## src/rtl/nn_pkg.sv

```systemverilog
// Shared types for the neuron/activation pipeline blocks.
package nn_pkg;

  localparam int NN_DATA_WIDTH = 16;

  typedef logic signed [NN_DATA_WIDTH-1:0] sample_t;

  // COLLECT: fill buffer takes samples; FULL_WAIT: fill complete, output busy
  typedef enum logic [0:0] {
    COLLECT   = 1'b0,
    FULL_WAIT = 1'b1
  } collector_state_e;

endpackage

```

## src/rtl/vector_out_stage.sv

```systemverilog
// Parallel output register with valid/ready hold. The caller asserts load
// only when the register is free (empty, or draining this cycle).
module vector_out_stage #(
  parameter int VEC_LEN    = 10,
  parameter int DATA_WIDTH = nn_pkg::NN_DATA_WIDTH
) (
  input  logic                                      clk,
  input  logic                                      rst_n,
  input  logic                                      load,
  input  logic signed [VEC_LEN-1:0][DATA_WIDTH-1:0] load_data,
  input  logic                                      ready_in,
  output logic signed [VEC_LEN-1:0][DATA_WIDTH-1:0] vec_out,
  output logic                                      valid_out
);

  // Load wins over drain so a back-to-back replacement keeps valid_out high
  always_ff @(posedge clk) begin
    if (!rst_n) begin
      vec_out   <= '0;
      valid_out <= 1'b0;
    end else if (load) begin
      vec_out   <= load_data;
      valid_out <= 1'b1;
    end else if (ready_in) begin
      valid_out <= 1'b0;
    end
  end

endmodule

```

## src/rtl/activation_collector.sv

```systemverilog
// Packs the scalar activation stream into VEC_LEN-lane vectors, with one
// fill buffer behind one output register, partial flush and sticky overflow.
module activation_collector
  import nn_pkg::*;
#(
  parameter int  VEC_LEN    = 10,
  parameter int  DATA_WIDTH = NN_DATA_WIDTH,
  localparam int CNT_WIDTH  = $clog2(VEC_LEN + 1)
) (
  input  logic                                      clk,
  input  logic                                      rst_n,
  input  logic                                      valid_in,
  input  logic signed [DATA_WIDTH-1:0]              in_data,
  input  logic                                      flush,
  output logic                                      in_ready,
  output logic signed [VEC_LEN-1:0][DATA_WIDTH-1:0] vec_out,
  output logic                                      valid_out,
  input  logic                                      ready_in,
  output logic [CNT_WIDTH-1:0]                      fill_count,
  output logic                                      overflow
);

  localparam logic [CNT_WIDTH-1:0] LAST_LANE = CNT_WIDTH'(VEC_LEN - 1);

  collector_state_e                          state;
  logic signed [VEC_LEN-1:0][DATA_WIDTH-1:0] fill;
  logic signed [VEC_LEN-1:0][DATA_WIDTH-1:0] next_vec;
  logic signed [VEC_LEN-1:0][DATA_WIDTH-1:0] load_data;
  logic [CNT_WIDTH-1:0]                      wr_cnt;
  logic accept, full_done, flush_done, complete, out_free, drain, load;

  assign in_ready   = (state == COLLECT);
  assign accept     = valid_in && in_ready;
  assign wr_cnt     = fill_count + CNT_WIDTH'(accept);
  assign full_done  = accept && (fill_count == LAST_LANE);
  assign flush_done = flush && in_ready && ((fill_count != '0) || accept);
  assign complete   = full_done || flush_done;
  assign drain      = valid_out && ready_in;
  assign out_free   = !valid_out || ready_in;

  // Fill buffer after this cycle's write; lanes past the write count read 0
  // (this is the flush padding, and a no-op otherwise since they are clear)
  always_comb begin
    next_vec = fill;
    for (int i = 0; i < VEC_LEN; i++) begin
      if (accept && (fill_count == CNT_WIDTH'(i)))
        next_vec[i] = in_data;
      else if (CNT_WIDTH'(i) >= wr_cnt)
        next_vec[i] = '0;
    end
  end

  // Output register takes a fresh completion, or the parked buffer on drain
  always_comb begin
    load      = 1'b0;
    load_data = next_vec;
    if (state == FULL_WAIT) begin
      load      = drain;
      load_data = fill;
    end else begin
      load      = complete && out_free;
    end
  end

  // Collector FSM: counter, fill buffer and overflow flag
  always_ff @(posedge clk) begin
    if (!rst_n) begin
      state      <= COLLECT;
      fill       <= '0;
      fill_count <= '0;
      overflow   <= 1'b0;
    end else begin
      case (state)
        COLLECT: begin
          if (complete && out_free) begin
            fill       <= '0;
            fill_count <= '0;
          end else if (complete) begin
            fill       <= next_vec;
            fill_count <= wr_cnt;
            state      <= FULL_WAIT;
          end else if (accept) begin
            fill       <= next_vec;
            fill_count <= wr_cnt;
          end
        end
        FULL_WAIT: begin
          // No upstream backpressure: a sample here is lost
          if (valid_in) overflow <= 1'b1;
          if (drain) begin
            fill       <= '0;
            fill_count <= '0;
            state      <= COLLECT;
          end
        end
        default: state <= COLLECT;
      endcase
    end
  end

  vector_out_stage #(
    .VEC_LEN    (VEC_LEN),
    .DATA_WIDTH (DATA_WIDTH)
  ) u_out (
    .clk       (clk),
    .rst_n     (rst_n),
    .load      (load),
    .load_data (load_data),
    .ready_in  (ready_in),
    .vec_out   (vec_out),
    .valid_out (valid_out)
  );

endmodule

```

## config.mk

```make
export PLATFORM = sky130hd
export DESIGN_NAME = activation_collector
export DESIGN_NICKNAME = d
export VERILOG_FILES = /design/src/rtl/nn_pkg.sv /design/src/rtl/vector_out_stage.sv /design/src/rtl/activation_collector.sv
export SDC_FILE = /design/constraint.sdc
export NUM_CORES = 1
export LEC_CHECK = 0
export ABC_CLOCK_PERIOD_IN_PS = 3100
export CAP_MARGIN = 30
export CORE_UTILIZATION = 56
export DETAILED_ROUTE_END_ITERATION = 8
export DONT_BUFFER_PORTS = 1
export HOLD_SLACK_MARGIN = 0.15
export PLACE_DENSITY = 0.85
export RECOVER_POWER = 50
export SYNTH_ARGS = -nofsm -noshare
export SYNTH_HDL_FRONTEND = slang
export SYNTH_SLANG_ARGS = --single-unit
```

## constraint.sdc

```tcl
create_clock -name clk -period 3.1 [get_ports clk]
set_clock_uncertainty 0.2 [all_clocks]
set_input_delay 0.775 -clock clk [delete_from_list [all_inputs] [get_ports clk]]
set_output_delay 0.775 -clock clk [all_outputs]
set_load 0.05 [all_outputs]
```

==> flow_metrics.tcl, run 1 <==
set metrics [dict create \
    final_nets 1207 \
    die_x_um 149 \
    syn_area_um2 12000 \
    clk_root_buffer_cell "clkbuf_16" \
    postRouteAntennaNets 0 \
    cp_data_required_time_ns 3.38 \
    max-slew-margin-rel 0.326 \
    start_util 0.573 \
    cts_tree "done" \
    synth_common_cells "dfxtp_1, o2bb2ai_1, o21ai_0" \
    drv_cap 0 \
    clock-sinks 327 \
    vdd_ir_drop_max_uv 435 \
    numCtsBuffers 31 \
    grt_pass1_vias 9780 \
    utilization 0.644 \
    drt_iter0_drc 985 \
    io_pins 188 \
    numPortBuffers 0 \
    die-area_um2 22100 \
    hold-path-cell-count 1 \
    fmax_ghz 0.341 \
    syn-num-nets 1205 \
    hold_path_class "in2reg" \
    grt_first_pass_wirelength_um 56900 \
    routabilityCongestion 0.900 \
    multi_input_area_um2 4890 \
    slew_viol_final 0 \
    post_cts_buffers 0 \
    slowest_delay_ns 0.58 \
    wl_um 37000 \
    drt_pass1_iterations 5 \
    htreeDepth 1 \
    grt_max_degree 81 \
    worstSkewPairLatency_ns 0.56 \
    row_count 53 \
    synth_area_leaders "dfxtp_1, o2bb2ai_1, o21ai_0" \
    hold_violations 0 \
    setup_viol 0 \
    antenna_found_initial 0 \
    clkTransAtPathRegs_ns 0.06 \
    crit_path_top_delay_cell "or4_1" \
    reg2reg_depth 7 \
    ys_seq_elements 327 \
    core_area_um2 21000 \
    synthCells 1182 \
    synth_warnings 0 \
    path_class "reg2reg" \
    nFillCells 1602 \
    cp_max_fo 16 \
    start_kind "flip-flop" \
    synth_top_area_frac 0.544 \
    timing.final.crit_share 0.946 \
    track_usage 0.331 \
    diodes 0 \
    setup_tns_ns 0 \
    rsz0062_at_grt "no" \
    worst_slew_pin_slew_ns 1.01 \
    wl_per_cell_um 25.0 \
    avgViaCountPerCell 6.86 \
    cts_buffer_depth 3 \
    synth_flop_cell "dfxtp_1" \
    drc 0 \
    seq_area_um2 6550 \
    synthDistinctLibCells 56 \
    synth.most_common_cell "dfxtp_1" \
    path_cells "or4_1, a311o_1, buf_4, nor2_4, a31o_2, buf_2, o2bb2ai_1" \
    seq_area_frac_synth 0.544 \
    worstPathArrival_ns 3.21 \
    area_growth_pct 12.4 \
    period_needed_ns 2.93 \
    power.leakage_nw 4.52 \
    die_height_um 149 \
    synth_top_area_cell "dfxtp_1" \
    status "finished, final reports clean" \
    grt-ovfl-total 0 \
    synth_edf_count 0 \
    avgSynthCellArea_um2 10.2 \
    num_vias 10200 \
    drive_above_1_share 0.112 \
    async_flop_share 0 \
    power_density_nw_per_um2 643 \
    hpwl_um 23800 \
    crit_path_end_kind "flip-flop" \
]
power breakdown:
group,switching (mW),leakage (nW),internal [mW]
Clock,1.61,0.502,2.21
Sequential,0.0794,2.64,4.23
Combinational,0.437,1.39,0.128
Total,2.13,4.52,6.57
routing by layer:
layer	track usage	up-vias	share of wire
met5	0	-	0
met4	0.153	0	0.046
met3	0.0847	129	0.12
met2	0.517	665	0.45
met1	0.428	4859	0.38
li1	-	4513	-
placed cells by master (no fill, tap or decap), types with 10 or more instances in the layout:
| cell | count |
|---|---|
| o221ai_1 | 16 |
| buf_4 | 49 |
| and3_1 | 19 |
| o21ai_0 | 147 |
| a32oi_1 | 65 |
| a22oi_1 | 65 |
| clkbuf_16 | 31 |
| o2bb2ai_1 | 144 |
| nand3_1 | 11 |
| dlygate4sd3_1 | 10 |
| inv_1 | 37 |
| nand2_1 | 123 |
| a22o_1 | 18 |
| a221o_1 | 16 |
| clkbuf_1 | 15 |
| dfxtp_1 | 327 |
flip-flops by register name, summed over array words and instances (netlist names):
signal           flops
u_out.valid_out      1
overflow             1
state                1
fill               160
u_out.vec_out      160
fill_count           4
worst max-delay path: cells and delay by family (launching register included):
family	cells	cell delay, ns
compound gates	3	0.83
flops	1	0.39
simple gates	2	0.81
buf+inv	2	0.59
what timing repair did:
action / CTS / global route
gates resized for setup: 0 / 1
hold buffers: 10 / 0
endpoints found under the hold margin: 10 / 0
setup endpoints to repair: 0 / 16
final timing paths:
kind	startpoint	endpoint	slack, ns
max reg2reg	fill_count[1]	fill[44]	0.17
min	in_data[9]	fill[153]	0.16
min reg2reg	fill[56]	fill[56]	0.26
max	fill_count[1]	fill[44]	0.17
cell families (layout without fill, tap and decap cells):
group	after synthesis	count (layout)	synth area share
adders and majority gates	2	2	0.00208
buffers and inverters	145	169	0.0530
and+or+nand+nor	192	192	0.0738
muxes	1	1	0.000832
xor gates and xnor gates	1	1	0.000728
AOI/OAI and AO/OA	514	514	0.326
DFF	327	327	0.544
cell type report:
type,count,area share
clock buffer,43,0.0643
clock inverter,12,0.0113
inverter,38,0.0105
multi-input combinational,710,0.361
sequential,327,0.484
tap,275,0.0254
timing repair buffer,76,0.0436
per-stage QoR:
stage | power [mW] | cell area [µm²] | instances | setup WS [ns] | hold slack (ns)
5_1_grt | 8.91 | 13500 | 1481 | 0.0263 | 0.154
6_report | 8.70 | 13500 | 1481 | 0.166 | 0.156
3_3_place_gp | 4.96 | 12500 | 1415 | 0.0286 | 0.239
3_5_place_dp | 4.96 | 12500 | 1415 | -0.116 | 0.241
2_1_floorplan | 4.80 | 12100 | 1182 | -0.113 | 0.226
4_1_cts | 8.70 | 13600 | 1480 | 0.0837 | 0.152
No activity file was read; power rests on OpenSTA's default activity.
==> inputs of run 2 (changes only) <==
Settings changed: CTS_BUF_LIST from default to sky130_fd_sc_hd__clkbuf_4 sky130_fd_sc_hd__clkbuf_8 sky130_fd_sc_hd__clkbuf_16, MAX_ROUTING_LAYER from default to met4.
==> run 2 against run 1 <==
Effect of this change: utilization grew 1.1 points; combinational power grew 5.7%; flip-flop and latch count is the same; die area is the same; cell count grew 0.81%; sequential share of layout area shrank 0.78 points; clock power grew 7.6%; total power grew 3.7%; global-route usage grew 1.9 points; final area grew 1.6%; largest cell class unchanged; largest power group unchanged; highest routed layer unchanged.
==> flow_metrics.tcl, run 2 (synthesis results as in run 1) <==
set metrics [dict create \
    status "finished, final reports clean" \
    critPathTopFamily "compound AO/OA/AOI/OAI gates" \
    core_area_um2 21000 \
    routabilityCongestion 0.946 \
    drv_cap 0 \
    dp.cells 1422 \
    max-slew-margin-rel 0.311 \
    grt-ovfl-total 0 \
    htreeDepth 1 \
    internal_power_mw 6.88 \
    cts-resized-gates 0 \
    cts_buffer_depth 3 \
    setup_viol 0 \
    layout_common_cells "dfxtp_1, o21ai_0, o2bb2ai_1" \
    mostFrequentLayoutCell "dfxtp_1" \
    worstPathArrival_ns 3.17 \
    vdd_ir_drop_max_uv 492 \
    start_kind "flip-flop" \
    die-area_um2 22100 \
    power_mw 9.02 \
    setup_tns_ns 0 \
    area_growth_pct 14.3 \
    instances_no_fill 1493 \
    numPortBuffers 0 \
    die_x_um 149 \
    period_needed_ns 2.94 \
    nFillCells 1588 \
    utilization 0.654 \
    fmax_ghz 0.340 \
    hpwl_um 24000 \
    hold_path_class "in2reg" \
    p_sw_frac 0.237 \
    slew_viol_final 0 \
    io_pins 188 \
    antenna_found_initial 0 \
    postRouteAntennaNets 0 \
    wl_per_cell_um 25.6 \
    worst_slew_pin_slew_ns 1.03 \
    cp_data_required_time_ns 3.33 \
    timing.final.crit_share 0.949 \
    avgViaCountPerCell 6.94 \
    final_nets 1217 \
    drt_iter0_drc 1249 \
    crit_path_top_delay_cell "or2_0" \
    hold_buffers 9 \
    post_cts_buffers 0 \
    start_util 0.573 \
    clk_root_buffer_cell "clkbuf_16" \
    power.leakage_nw 4.65 \
    worstSkewPairLatency_ns 0.56 \
    drc 0 \
    path_class "reg2reg" \
    crit_path_end_kind "flip-flop" \
    drt_pass1_iterations 6 \
    clkTransAtPathRegs_ns 0.07 \
    die_height_um 149 \
    cp_max_fo 16 \
    comb_power_share 0.066 \
    power_density_nw_per_um2 656 \
    row_count 53 \
    seqPwrFrac 0.478 \
    num_vias 10400 \
    drive_above_1_share 0.126 \
    grt_pass1_vias 10000 \
    clock-sinks 327 \
    grt_max_degree 81 \
    hold_violations 0 \
    rsz0062_at_grt "no" \
    top_regs "fill: 160 flops, u_out.vec_out: 160 flops, fill_count: 4 flops" \
    wl_um 38200 \
    cts_tree "done" \
    numCtsBuffers 31 \
    grt_first_pass_wirelength_um 58200 \
    clkPwrFrac 0.456 \
    diodes 0 \
    cp_num_buf_inv 0 \
    path_cells "or4_4, a311o_1, or2_0, o41ai_4, o2bb2ai_1" \
    track_usage 0.350 \
    p_switching_mw 2.14 \
    slowest_delay_ns 0.74 \
]
## run 2: changes by cell type in the layout (fill, tap and decap cells not counted), sizes merged
cell,change
inv,+1
buf,+8
clkbuf,+3
clkinvlp,-1
bufinv,+2
clkinv,-3
dlygate4sd3,+2
## run 2: stage by stage
stage	instance area (µm²)	setup slack, ns	hold slack (ns)
detailed placement	12600	-0.148	0.242
global placement	12500	-0.0528	0.238
global route	13800	0.0291	0.152
finish	13800	0.158	0.157
floorplan	12100	-0.113	0.226
CTS	13800	0.127	0.150
## run 2: layout make-up
class | count | area, µm² | area share
Sequential cell | 327 | 6550 | 0.476
Multi-Input combinational cell | 710 | 4880 | 0.354
Clock buffer | 46 | 932 | 0.0678
Timing Repair Buffer | 86 | 722 | 0.0525
Tap cell | 275 | 344 | 0.0250
Clock inverter | 11 | 191 | 0.0139
Inverter | 38 | 143 | 0.0104
## run 2: metal layers
layer,up-vias,global-route usage,part of all wire
li1,4545,-,-
met1,5030,0.430,0.38
met2,691,0.538,0.46
met3,96,0.101,0.13
met4,0,0.143,0.035
met5,-,-,0
## run 2: final timing paths
kind                      start        end  slack [ns]  depth (start not counted)
setup / recovery  fill_count[1]  fill[122]        0.16                          5
setup reg to reg  fill_count[1]  fill[122]        0.16                          5
hold reg to reg        fill[59]   fill[59]        0.26                          1
hold / removal       in_data[4]  fill[148]        0.16                          1
## run 2: power groups by stage
stage / sequential [mW] / clock [mW] / combinational, mW
after floorplan: 4.41 / 0 / 0.389
after detailed placement: 4.41 / 0 / 0.564
final: 4.31 / 4.11 / 0.597
after global placement: 4.41 / 0 / 0.561
after CTS: 4.31 / 4.11 / 0.582
after global routing: 4.31 / 4.29 / 0.621
